$ cat config.mk
export PLATFORM = sky130hd
export DESIGN_NAME = axis_conv_sequencer
export DESIGN_NICKNAME = d
export VERILOG_FILES = /design/src/rtl/conv_seq_pkg.sv /design/src/rtl/conv_loop_counter.sv /design/src/rtl/axis_conv_sequencer.sv
export SDC_FILE = /design/constraint.sdc
export NUM_CORES = 1
export LEC_CHECK = 0
export ABC_AREA = 1
export BUFFER_PORTS_ARGS = -buffer_cell sky130_fd_sc_hd__buf_2
export CELL_PAD_IN_SITES_DETAIL_PLACEMENT = 1
export CELL_PAD_IN_SITES_GLOBAL_PLACEMENT = 2
export CORE_MARGIN = 1.5
export CORE_UTILIZATION = 23
export DETAILED_ROUTE_END_ITERATION = 12
export PLACE_DENSITY_LB_ADDON = 0.12
export SETUP_SLACK_MARGIN = 0.5
export SLEW_MARGIN = 15
export SYNTH_ARGS = -nofsm -noshare
export SYNTH_HDL_FRONTEND = slang
export SYNTH_HIERARCHICAL = 1
export SYNTH_SLANG_ARGS = --single-unit
export TNS_END_PERCENT = 10
$ cat constraint.sdc
create_clock -name aclk -period 6 [get_ports aclk]
set_input_delay 0.3 -clock aclk [delete_from_list [all_inputs] [get_ports aclk]]
set_output_delay 0.3 -clock aclk [all_outputs]
set_load 0.005 [all_outputs]
$ cat src/rtl/conv_seq_pkg.sv
// Shared types and constants for the convolution-input sequencer.
//   seq_state_e  : sequencer FSM states
//   TUSER_*      : bit offsets of the fields inside m_axis_tuser
//   tuser_width  : total tuser width for a given kernel-index width
package conv_seq_pkg;

    typedef enum logic [1:0] {
        IDLE = 2'd0,
        RUN  = 2'd1,
        DONE = 2'd2
    } seq_state_e;

    localparam int TUSER_IS_FIRST    = 0;
    localparam int TUSER_IS_CIN_LAST = 1;
    localparam int TUSER_KW_IDX      = 2;

    function automatic int tuser_width(input int kw_w);
        return kw_w + TUSER_KW_IDX;
    endfunction

endpackage

$ cat src/rtl/conv_loop_counter.sv
// One level of the kw -> cin -> cols loop nest.
//   clear : synchronous return to 0 (wins over en)
//   en    : advance by one; wraps to 0 when count == max
//   max   : terminal value (loop bound minus one)
//   count : current index
//   last  : count is at its terminal value (carry into the next level when en)
module conv_loop_counter #(
    parameter int W = 8
) (
    input  logic         aclk,
    input  logic         aresetn,
    input  logic         clear,
    input  logic         en,
    input  logic [W-1:0] max,
    output logic [W-1:0] count,
    output logic         last
);

    logic [W-1:0] count_q, count_d;

    assign last  = (count_q == max);
    assign count = count_q;

    always_comb begin
        count_d = count_q;
        if (clear) begin
            count_d = '0;
        end else if (en) begin
            count_d = last ? '0 : count_q + W'(1);
        end
    end

    always_ff @(posedge aclk or negedge aresetn) begin
        if (!aresetn) begin
            count_q <= '0;
        end else begin
            count_q <= count_d;
        end
    end

endmodule

$ cat src/rtl/axis_conv_sequencer.sv
// Front end of the convolution engine: takes one tile configuration, joins the
// pixel and weight AXI-Streams beat for beat and tags each beat with tlast and
// tuser = {kw_idx, is_cin_last, is_first} from the kw -> cin -> cols loop nest.
//
//   state | meaning
//   ------+---------------------------------------------------------------
//   IDLE  | cfg_ready high, waiting for a tile configuration
//   RUN   | joining streams; counters advance on every fired beat
//   DONE  | one-cycle done pulse, then back to IDLE
//
// Ports:
//   aclk, aresetn            clock, async active-low reset
//   cfg_valid/ready/kw/cin/cols   tile configuration handshake
//   s_pix_*, s_wgt_*         upstream pixel and weight streams
//   m_axis_*                 joined stream to the engine
//   done, busy               tile-complete pulse, RUN indicator
module axis_conv_sequencer
    import conv_seq_pkg::*;
#(
    parameter int COPIES     = 2,
    parameter int UNITS      = 4,
    parameter int GROUPS     = 1,
    parameter int MEMBERS    = 8,
    parameter int WORD_WIDTH = 8,
    parameter int KW_MAX     = 15,
    parameter int CIN_W      = 16,
    parameter int COLS_W     = 16,
    localparam int KW_W      = $clog2(KW_MAX + 1),
    localparam int PIX_W     = COPIES * UNITS * WORD_WIDTH,
    localparam int WGT_W     = COPIES * GROUPS * MEMBERS * WORD_WIDTH,
    localparam int TU_W      = tuser_width(KW_W)
) (
    input  logic              aclk,
    input  logic              aresetn,
    input  logic              cfg_valid,
    output logic              cfg_ready,
    input  logic [KW_W-1:0]   cfg_kw,
    input  logic [CIN_W-1:0]  cfg_cin,
    input  logic [COLS_W-1:0] cfg_cols,
    input  logic              s_pix_tvalid,
    output logic              s_pix_tready,
    input  logic [PIX_W-1:0]  s_pix_tdata,
    input  logic              s_wgt_tvalid,
    output logic              s_wgt_tready,
    input  logic [WGT_W-1:0]  s_wgt_tdata,
    output logic              m_axis_tvalid,
    input  logic              m_axis_tready,
    output logic [PIX_W-1:0]  m_axis_tdata_pixels,
    output logic [WGT_W-1:0]  m_axis_tdata_weights,
    output logic              m_axis_tlast,
    output logic [TU_W-1:0]   m_axis_tuser,
    output logic              done,
    output logic              busy
);

    seq_state_e state_q, state_d;

    // Bounds are stored minus one so the counters compare against them directly.
    logic [KW_W-1:0]   kw_max_q;
    logic [CIN_W-1:0]  cin_max_q;
    logic [COLS_W-1:0] cols_max_q;

    logic [KW_W-1:0]   k_cnt;
    logic [CIN_W-1:0]  c_cnt;
    logic [COLS_W-1:0] col_cnt;
    logic              k_last, c_last, col_last;

    logic run, cfg_fire, cfg_zero, fire;

    assign run       = (state_q == RUN);
    assign cfg_ready = (state_q == IDLE);
    assign cfg_fire  = cfg_valid & cfg_ready;
    assign cfg_zero  = (cfg_kw == '0) | (cfg_cin == '0) | (cfg_cols == '0);

    // Each ready depends only on the other stream's valid, so neither source
    // can be consumed without its partner and no valid waits on a ready.
    assign m_axis_tvalid = run & s_pix_tvalid & s_wgt_tvalid;
    assign s_pix_tready  = run & m_axis_tready & s_wgt_tvalid;
    assign s_wgt_tready  = run & m_axis_tready & s_pix_tvalid;
    assign fire          = m_axis_tvalid & m_axis_tready;

    assign m_axis_tdata_pixels  = s_pix_tdata;
    assign m_axis_tdata_weights = s_wgt_tdata;
    assign m_axis_tlast         = k_last & c_last;

    always_comb begin
        m_axis_tuser                                 = '0;
        m_axis_tuser[TUSER_IS_FIRST]                 = (k_cnt == '0) & (c_cnt == '0);
        m_axis_tuser[TUSER_IS_CIN_LAST]              = c_last;
        m_axis_tuser[TUSER_KW_IDX +: KW_W]           = k_cnt;
    end

    assign done = (state_q == DONE);
    assign busy = run;

    always_comb begin
        state_d = state_q;
        unique case (state_q)
            IDLE: begin
                if (cfg_fire) begin
                    state_d = cfg_zero ? DONE : RUN;
                end
            end
            RUN: begin
                if (fire & k_last & c_last & col_last) begin
                    state_d = DONE;
                end
            end
            DONE:    state_d = IDLE;
            default: state_d = IDLE;
        endcase
    end

    always_ff @(posedge aclk or negedge aresetn) begin
        if (!aresetn) begin
            state_q <= IDLE;
        end else begin
            state_q <= state_d;
        end
    end

    always_ff @(posedge aclk or negedge aresetn) begin
        if (!aresetn) begin
            kw_max_q   <= '0;
            cin_max_q  <= '0;
            cols_max_q <= '0;
        end else if (cfg_fire) begin
            kw_max_q   <= cfg_kw - KW_W'(1);
            cin_max_q  <= cfg_cin - CIN_W'(1);
            cols_max_q <= cfg_cols - COLS_W'(1);
        end
    end

    conv_loop_counter #(.W(KW_W)) u_k_cnt (
        .aclk    (aclk),
        .aresetn (aresetn),
        .clear   (cfg_fire),
        .en      (fire),
        .max     (kw_max_q),
        .count   (k_cnt),
        .last    (k_last)
    );

    conv_loop_counter #(.W(CIN_W)) u_c_cnt (
        .aclk    (aclk),
        .aresetn (aresetn),
        .clear   (cfg_fire),
        .en      (fire & k_last),
        .max     (cin_max_q),
        .count   (c_cnt),
        .last    (c_last)
    );

    conv_loop_counter #(.W(COLS_W)) u_col_cnt (
        .aclk    (aclk),
        .aresetn (aresetn),
        .clear   (cfg_fire),
        .en      (fire & k_last & c_last),
        .max     (cols_max_q),
        .count   (col_cnt),
        .last    (col_last)
    );

endmodule

==> results.toml, run 1 <==
[run_status]
status = "finished clean"

[pwr]
p_leak_nw = 3.057
power_mw = 2.435
peakVddDrop_v = 0.00009555
p_per_area_nw_per_um2 = 385.3

[route]
postRouteAntennaNets = 0
drt-pass1-iter-count = 4
vias_per_cell = 4.193
wirelength_um = 24660
drt_iter0_markers = 151
drc_errors = 0
wl_per_cell_um = 20.05
via_count = 5157

[yosys]
synthMuxAreaShare_pct = 0
synth_cells = 976
post_synth_xor_area_fraction_pct = 2.957
ys_async_sr_fraction_pct = 100.0
synth_top_family_by_area = "simple AND/OR/NAND/NOR gates"
synthesis.nets = 1217
seq_area_frac_synth_pct = 27.19
synth_top_area_share_pct = 27.19
yosys-top-cells-count = "nand2_1 (266), buf_4 (194), inv_1 (103)"
yosys.area_share.simple_pct = 32.24
syn-mean-instance-area_sq_um = 6.979
synthAdderAreaFrac_pct = 1.286
synth_edf_count = 0
ys_warn_count = 6
ys.flop_type = "dfrtp_1"
yosysTopAreaCell = "dfrtp_1"
yosysMostFrequentCell = "nand2_1"
synth-compound-area-share_pct = 7.145
synth_cell_types = 35
ys_top_cells_by_area = "dfrtp_1 (27%), buf_4 (21%), nand2_1 (15%)"
netlist_area_sq_um = 6812
synth_seq_cells = 74

[floorplan]
num_io_pins = 439
die_h_um = 175.1
core_sq_um = 28940
std_cell_rows = 62
die-area_sq_um = 30660
die_x_um = 175.1
start_util_pct = 23.54

[sta]
period_needed_ps = 2893
setup_viol = 0
relSlewSlack_pct = 41.79
hold_violations = 0
fin_crit_sh_pct = 48.21
tns_ps = 0
final_max_slew_viol_count = 0
fin_skew_ps = 11.54
worstMarginPinSlew_ps = 873.2
whs_ps = 177.8
setup_slack_ps = 3107
grt_setup_unrepaired = "no"
max_freq_ghz = 0.3457

[clocking]
cts_setup_buffers = 0
clockBufferDepth = 2
cts_root_buffer = "clkbuf_16"
clock-sinks = 74
cts_tree = "built"
clk_latency_ps = 350
htreeDepth = 3
cts_made_buffers = 9
clk_transition_reported_paths_ps = 70

[critical_path]
crit_chain = "inv_2 > nand2_1 > nand2_1 > nor2_1 > nand2_1 > nor2_2 > nand2_4 > inv_1 > nand2_1 > nor3_1 > nor2_4 > inv_1 > nand2_1 > o21ai_1 > nand2_1 > a21oi_2"
cp_slowest_stage_delay_ps = 560
cp_slowest_cell = "inv_1"
timing.rr.start = "u_c_cnt/count[7]$_DFFE_PN0P_"
cp_max_fo = 15
cp-start-kind = "flop"
end_kind = "flop"
arrival_ps = 3160
cp_data_required_time_ps = 6270
path_class = "reg -> reg"
critPathLaunch = "u_c_cnt/count[7]$_DFFE_PN0P_"
crit_path_frequent_cell = "nand2_1"

[place]
portBuffers = 54
post-place-ws_ps = 3057
dp_hpwl_um = 20580
gp_congestion = 0.7511
dp_cells = 1213

[global_route]
grt_util_all_layers_pct = 16.32
grt_first_pass_wirelength_um = 36650
grt_pass1_vias = 5367
grt_start_max_net_pins = 61
grt_antenna_before_repair = 0
grt_overflow_total = 0

[min_path]
min_from = "cfg_cols[0]"
hp-class = "in -> reg"

[cells_and_area]
nets = 1082
syn_to_final_growth_pct = -7.219
drive_gt1_share_pct = 18.56
final_cells = 1230
antenna_cells = 0

[run]
cap_violations = 0
==> critical path: cells and delay by family, from the launching register on <==
kind / cells / cell delay (ps)
AOI/OAI and AO/OA: 2 / 250
DFF: 1 / 470
and+or+nand+nor: 11 / 1350
buffers and inverters: 3 / 730
==> per-layer routing <==
layer,routed length (um),up-vias,GRT usage (%),share of wire (%)
li1,-,2566,-,-
met4,1019,0,8.013,4.1
met5,0,-,0.4808,0
met2,11190,184,25.94,45
met3,1987,74,4.983,8.1
met1,10470,2333,19.96,42
==> final cells by class <==
class,count,area (sq um)
clock buffers,13,250.2
clock inverters,3,15.01
fillers,3562,22620
inverters,122,460.4
multi-input cells,578,2972
flip-flops and latches,74,1852
well taps,384,480.5
repair buffers,56,290.3
==> report_power, final <==
group          leakage, nW  switching (mW)  total, mW  internal [mW]
logic                 1.98           0.625      0.964          0.339
registers            0.947           0.261      0.949          0.688
clock network        0.133           0.231      0.522          0.291
==> cell families (layout without fill, tap and decap cells) <==
group	Yosys count	count (layout)
compound gates	79	79
simple gates	469	469
flops	74	74
xor+xnor	23	23
fa+ha+maj	7	7
buf+inv	324	194
==> flip-flops by register name, indices dropped and copies added (netlist names) <==
| signal | count |
|---|---|
| cols_max_q | 16 |
| u_c_cnt/count | 16 |
| u_k_cnt/count | 4 |
| u_col_cnt/count | 16 |
| kw_max_q | 4 |
| state_q | 2 |
| cin_max_q | 16 |
==> final timing paths <==
path,to,slack [ps],cells past startpoint
worst max-delay path,u_col_cnt/count[10]$_DFFE_PN0P_,3110,16
worst min-delay path,cols_max_q[0]$_DFFE_PN0P_,180,2
worst max register to register,u_col_cnt/count[10]$_DFFE_PN0P_,3110,16
worst min register to register,cols_max_q[8]$_DFFE_PN0P_,520,2
max in group asynchronous,cin_max_q[12]$_DFFE_PN0P_,4510,3
min in group asynchronous,cols_max_q[11]$_DFFE_PN0P_,370,2
==> metrics by stage <==
step	util, %	area (sq um)
floorplan	-	6812
global placement	20.89	6045
detailed placement	20.89	6045
CTS	21.84	6320
global route	21.84	6320
finish	21.84	6320
==> cell usage in the layout (no fill, tap or decap) <==
master | synthesis | routed
nand2_1 | 266 | 266
inv_1 | 103 | 103
nor2_1 | 78 | 78
dfrtp_1 | 74 | 74
buf_2 | 3 | 53
nand3_1 | 48 | 48
o21ai_1 | 31 | 31
a21oi_2 | 20 | 20
xor2_1 | 18 | 18
inv_2 | 16 | 16
o21ai_0 | 14 | 14
nor2_2 | 13 | 13
nand4_1 | 12 | 12
nor2_4 | 11 | 11
clkbuf_16 | 0 | 9
ha_1 | 7 | 7
nand2_4 | 6 | 6
nor3_1 | 6 | 6
a31oi_1 | 6 | 6
nand3_2 | 6 | 6
nand2_2 | 6 | 6
nor4_1 | 5 | 5
xnor2_1 | 5 | 5
a21oi_1 | 5 | 5
nor3_2 | 4 | 4
clkinv_2 | 0 | 3
clkbuf_1 | 0 | 3
nand3_4 | 2 | 2
nand3b_1 | 2 | 2
buf_4 | 194 | 2
clkinv_1 | 2 | 2
nand2_8 | 2 | 2
o31ai_1 | 2 | 2
inv_4 | 1 | 1
nor3b_1 | 1 | 1
nor2_8 | 1 | 1
o21ai_2 | 1 | 1
clkbuf_8 | 0 | 1
dlygate4sd3_1 | 0 | 1
==> timing repair <==
item / CTS / global route
hold buffers: 1 / 0
hold endpoints to repair: 14 / 0
resized for setup: 0 / 0
Note: power is estimated with default switching activity, not from simulation.
==> inputs of run 2 (changes only) <==
Settings changed: ABC_AREA 1 to 0, CORE_UTILIZATION 23 to 20.
Clock period 6 ns to 2.3 ns, I/O delays scaled along.
==> results.toml, run 2 <==
[floorplan]
die_h_um = 181.2
die-area_sq_um = 32850
core_sq_um = 31390
die_x_um = 181.2
start_util_pct = 20.24
std_cell_rows = 65
num_io_pins = 439

[clocking]
clockBufferDepth = 2
clk_latency_ps = 350
clock-sinks = 74
htreeDepth = 3
clk_transition_reported_paths_ps = 60
cts_made_buffers = 9
cts_tree = "built"
cts_root_buffer = "clkbuf_16"

[route]
postRouteAntennaNets = 0
drt-pass1-iter-count = 4
wirelength_um = 18580
drc_errors = 0
vias_per_cell = 4.428
drt_iter0_markers = 125
via_count = 4525
wl_per_cell_um = 18.18

[yosys]
synth_edf_count = 0
ys_warn_count = 6
syn-mean-instance-area_sq_um = 8.886
synth_cells = 715
netlist_area_sq_um = 6354
synth_cell_types = 52
yosysMostFrequentCell = "buf_4"
ys_async_sr_fraction_pct = 100.0
yosysTopAreaCell = "dfrtp_1"
synth_seq_cells = 74
synth_top_area_share_pct = 29.15
synthesis.nets = 956
ys_top_cells_by_area = "dfrtp_1 (29%), buf_4 (23%), xnor2_1 (6.9%)"
ys.flop_type = "dfrtp_1"
yosys-top-cells-count = "buf_4 (196), dfrtp_1 (74), nand2_1 (69)"
seq_area_frac_synth_pct = 29.15

[cells_and_area]
antenna_cells = 0
drive_gt1_share_pct = 36.45
layout_commonest_cell = "dfrtp_1"
final_cell_mix = "dfrtp_1 (73), nand2_1 (59), buf_2 (53), xnor2_1 (48), buf_4 (47)"
nets = 856
syn_to_final_growth_pct = 7.503

[pwr]
p_per_area_nw_per_um2 = 784.0
p_leak_nw = 2.560
peakVddDrop_v = 0.0003449

[place]
portBuffers = 54
gp_congestion = 0.7342
post-place-ws_ps = -412.2
dp_hpwl_um = 14100

[global_route]
grt_first_pass_wirelength_um = 29240
grt_start_max_net_pins = 60
grt_overflow_total = 0
grt_pass1_vias = 5042
grt_util_all_layers_pct = 11.47
grt_antenna_before_repair = 0

[sta]
tns_ps = -5.626
setup_viol = 1
max_freq_ghz = 0.4337
final_max_slew_viol_count = 0
fin_crit_sh_pct = 100.2
worstMarginPinSlew_ps = 583.7
relSlewSlack_pct = 60.79
hold_violations = 0
period_needed_ps = 2306
grt_setup_unrepaired = "yes"
fin_skew_ps = 11.62
setup_slack_ps = -5.626

[critical_path]
path_class = "reg -> reg"
cp_max_fo = 6
cp-start-kind = "flop"
cp_data_required_time_ps = 2550
end_kind = "flop"
arrival_ps = 2550

[run_status]
violations = "negative setup slack"
status = "complete, but fails checks"

[min_path]
hp-class = "in -> reg"

[run]
cap_violations = 0
==> run 2: cell count changes in the layout (fill, tap and decap cells not counted), sizes merged, moves of 11 or more <==
cell	previous run	this run
a2111oi	0	17
nor2	103	43
nor4	5	25
nand2	280	69
nand4	12	23
a21oi	25	1
mux2i	0	15
xnor2	5	52
inv	120	15
nand3	56	14
buf	55	113
==> run 2: layout make-up <==
cell class / count / area (sq um)
fill: 3641 / 24560
tap: 402 / 503.0
inverter: 15 / 56.30
clock inverter: 6 / 115.1
timing repair buffer: 114 / 838.3
multi-input combinational: 401 / 3236
sequential: 74 / 1853
clock buffer: 10 / 229.0
==> run 2: logic make-up after synthesis <==
family / share of synthesized area (%)
and+or+nand+nor: 20.03
DFF: 29.15
buffers and inverters: 26.35
xor gates and xnor gates: 9.610
AOI/OAI and AO/OA: 10.59
adders and majority gates: 1.378
muxes: 2.895
==> run 2: repair_timing <==
item / 4_1_cts / 5_1_grt
gates resized for setup: 74 / 17
pin swaps: 49 / 18
setup buffers: 5 / 1
setup endpoints to repair: 41 / 49
hold buffers: 1 / 0
endpoints found under the hold margin: 21 / 0
gates cloned: 1 / 0
==> run 2: worst paths after layout <==
| check | start | end | slack [ps] | depth (start not counted) |
|---|---|---|---|---|
| hold / removal | cfg_kw[0] | kw_max_q[0]$_DFFE_PN0P_ | 10 | 2 |
| setup reg to reg | u_c_cnt/count[2]$_DFFE_PN0P_ | u_col_cnt/count[2]$_DFFE_PN0P_ | -6 | 9 |
| min in group asynchronous | aresetn | kw_max_q[2]$_DFFE_PN0P_ | 270 | 2 |
| hold reg to reg | cols_max_q[4]$_DFFE_PN0P_ | cols_max_q[4]$_DFFE_PN0P_ | 510 | 2 |
| max in group asynchronous | aresetn | u_c_cnt/count[2]$_DFFE_PN0P_ | 1440 | 3 |
| setup / recovery | u_c_cnt/count[2]$_DFFE_PN0P_ | u_col_cnt/count[2]$_DFFE_PN0P_ | -6 | 9 |
==> run 2: layer usage <==
metal  vias to the layer above  share of wire (%)  routed length [um]  global-route usage, %
met1                      2254                 42                7797                  13.21
met4                         0                2.1                 386                  3.200
met3                        38                4.4                 823                  3.709
met2                       169                 52                9571                  20.26
met5                         -                  0                   0                      0
li1                       2064                  -                   -                      -
==> run 2: metrics by stage <==
| stage | utilization, % | instance area [sq um] | power [mW] | hold slack (ps) | instances |
|---|---|---|---|---|---|
| final | 21.76 | 6830 | 5.355 | 12.82 | 1022 |
| after global routing | 21.76 | 6830 | 5.762 | 26.71 | 1022 |
| after CTS | 21.41 | 6721 | 5.469 | 4.391 | 1021 |
| after detailed placement | 18.96 | 5952 | 3.652 | 79.53 | 998 |
| after global placement | 18.96 | 5952 | 3.643 | 84.05 | 998 |
| after floorplan | - | 6422 | 3.249 | -180.6 | 715 |
==> run 2: power breakdown <==
group,internal [mW],switching (mW),leakage (nW)
sequential,1.66,0.315,0.952
clock,1.07,0.603,0.163
combinational,0.750,0.965,1.45
==> run 2: critical path: stages (launching register included) <==
cell     delay (ps)
dfrtp_2         420
xnor2_2         150
nand4_1         160
nor4_4          320
and2_4          180
nor3b_4         230
buf_6           170
nand2_1          60
mux2_2          270
o32ai_2         240
==> inputs of run 3 (changes only) <==
Settings changed: CORE_UTILIZATION 20 to 22, REMOVE_ABC_BUFFERS from default to 1.
Clock period 2.3 ns to 2.2 ns, I/O delays scaled along.
==> results.toml, run 3 (synthesis results as in run 2) <==
[floorplan]
die_h_um = 172.9
die-area_sq_um = 29910
std_cell_rows = 62
core_sq_um = 28550
num_io_pins = 439
start_util_pct = 22.26
die_x_um = 172.9

[critical_path]
cp-start-kind = "flop"
arrival_ps = 2880
path_class = "reg -> reg"
cp_max_fo = 4
cp_data_required_time_ps = 2460
r2r_setup_slack_ps = -420
end_kind = "flop"

[place]
dp_cells = 981
post-place-ws_ps = -439.8
portBuffers = 54
gp_congestion = 1.339
dp_hpwl_um = 56070

[sta]
period_needed_ps = 2624
relSlewSlack_pct = 56.50
grt_setup_unrepaired = "yes"
fin_skew_ps = 12.94
whs_ps = 16.22
final_max_slew_viol_count = 0
max_freq_ghz = 0.3811
setup_slack_ps = -424.2
worstMarginPinSlew_ps = 647.5
fin_crit_sh_pct = 119.3
hold_violations = 0
setup_viol = 21

[route]
postRouteAntennaNets = 0
vias_per_cell = 5.171
drc_errors = 0
drt_iter0_markers = 484
wirelength_um = 61100
wl_per_cell_um = 60.56
drt-pass1-iter-count = 4
via_count = 5218

[pwr]
peakVddDrop_v = 0.0003856
combPwrFrac_pct = 32.9
p_per_area_nw_per_um2 = 852.6
switchingPower_mw = 2.174
sw_frac_of_total_pct = 38.75
power_mw = 5.609
p_int_mw = 3.435
p_clk_share_pct = 29.7
p_leak_nw = 2.449
p_seq_share_pct = 37.4

[cells_and_area]
fillers = 3356
drive_gt1_share_pct = 33.92
layout_commonest_cell = "dfrtp_1"
nets = 858
final_cell_mix = "dfrtp_1 (69), nand2_1 (66), buf_4 (51), buf_2 (51), xnor2_1 (49)"
final_cells = 1009
finish.utilization_pct = 23.05
syn_to_final_growth_pct = 3.545

[run_status]
status = "complete, but fails checks"
violations = "negative setup slack"

[clocking]
clockBufferDepth = 2
htreeDepth = 3
clk_latency_ps = 360
cts_made_buffers = 9
cts_root_buffer = "clkbuf_16"
cts_tree = "built"
clock-sinks = 74
clk_transition_reported_paths_ps = 80

[min_path]
hp-class = "in -> reg"

[global_route]
grt_first_pass_wirelength_um = 73950
grt_util_all_layers_pct = 40.55
grt_pass1_vias = 5165
grt_start_max_net_pins = 67
grt_antenna_before_repair = 1
grt_overflow_total = 0

[run]
cap_violations = 0
run 3: cell types whose count changed in the layout (fill, tap and decap cells not counted), sizes merged:
cell,previous run,this run
diode,0,3
clkinvlp,1,2
bufinv,3,1
clkbuf,10,11
inv,15,19
clkinv,2,0
run 3: layout make-up:
cell class | count | area, sq um | share of cell area, %
tap | 384 | 480.5 | 7.303
multi-input combinational | 401 | 3024 | 45.97
clock buffer | 9 | 225.2 | 3.423
clock inverter | 7 | 85.08 | 1.293
inverter | 15 | 56.30 | 0.8558
sequential | 74 | 1858 | 28.24
antenna | 3 | 7.507 | 0.1141
timing repair buffer | 116 | 842.1 | 12.80
run 3: power by group through the flow:
stage / Sequential [mW] / Combinational [mW] / Clock, mW
after floorplan: 2.00 / 1.06 / 0
after global placement: 2.10 / 1.75 / 0
after detailed placement: 2.11 / 1.76 / 0
after CTS: 2.09 / 1.80 / 1.69
after global routing: 2.15 / 2.03 / 1.75
final: 2.10 / 1.84 / 1.67
run 3: timing repair:
action / CTS / global route
hold buffers: 1 / 0
endpoints found under the setup margin: 41 / 41
gates cloned: 0 / 1
setup buffers: 2 / 5
gates resized for setup: 23 / 38
pin swaps: 4 / 13
endpoints found under the hold margin: 74 / 0
run 3: critical path: stages, from the launching register on:
cell and delay, ps:
dfrtp_1 450, xnor2_1 190, nand4_1 150, nor4_4 370
and2_4 210, nor3b_4 280, o211ai_1 230, nor3_2 270
xnor2_1 130, a211oi_1 230
run 3: stage by stage:
stage	setup TNS [ps]	instance area, sq um
5_1_grt	-8043	6571
4_1_cts	-5030	6356
2_1_floorplan	-72120	4736
6_report	-5143	6579
3_3_place_gp	-3851	5919
3_5_place_dp	-5875	5919
run 3: worst paths after layout:
kind	from	endpoint	depth (start not counted)
max	u_c_cnt/count[9]$_DFFE_PN0P_	u_col_cnt/count[7]$_DFFE_PN0P_	9
max reg2reg	u_c_cnt/count[9]$_DFFE_PN0P_	u_col_cnt/count[7]$_DFFE_PN0P_	9
min	cfg_kw[0]	kw_max_q[0]$_DFFE_PN0P_	2
min in group asynchronous	aresetn	kw_max_q[3]$_DFFE_PN0P_	2
min reg2reg	cin_max_q[3]$_DFFE_PN0P_	cin_max_q[3]$_DFFE_PN0P_	2
max in group asynchronous	aresetn	cin_max_q[4]$_DFFE_PN0P_	3
run 3: metal layers:
metal  part of all wire, %  GRT usage [%]  vias up
met2                    44          62.62      580
met5                   1.3          20.19        -
li1                      -              -     2076
met3                    25          49.03      169
met4                    11          37.46       18
met1                    18          20.29     2375
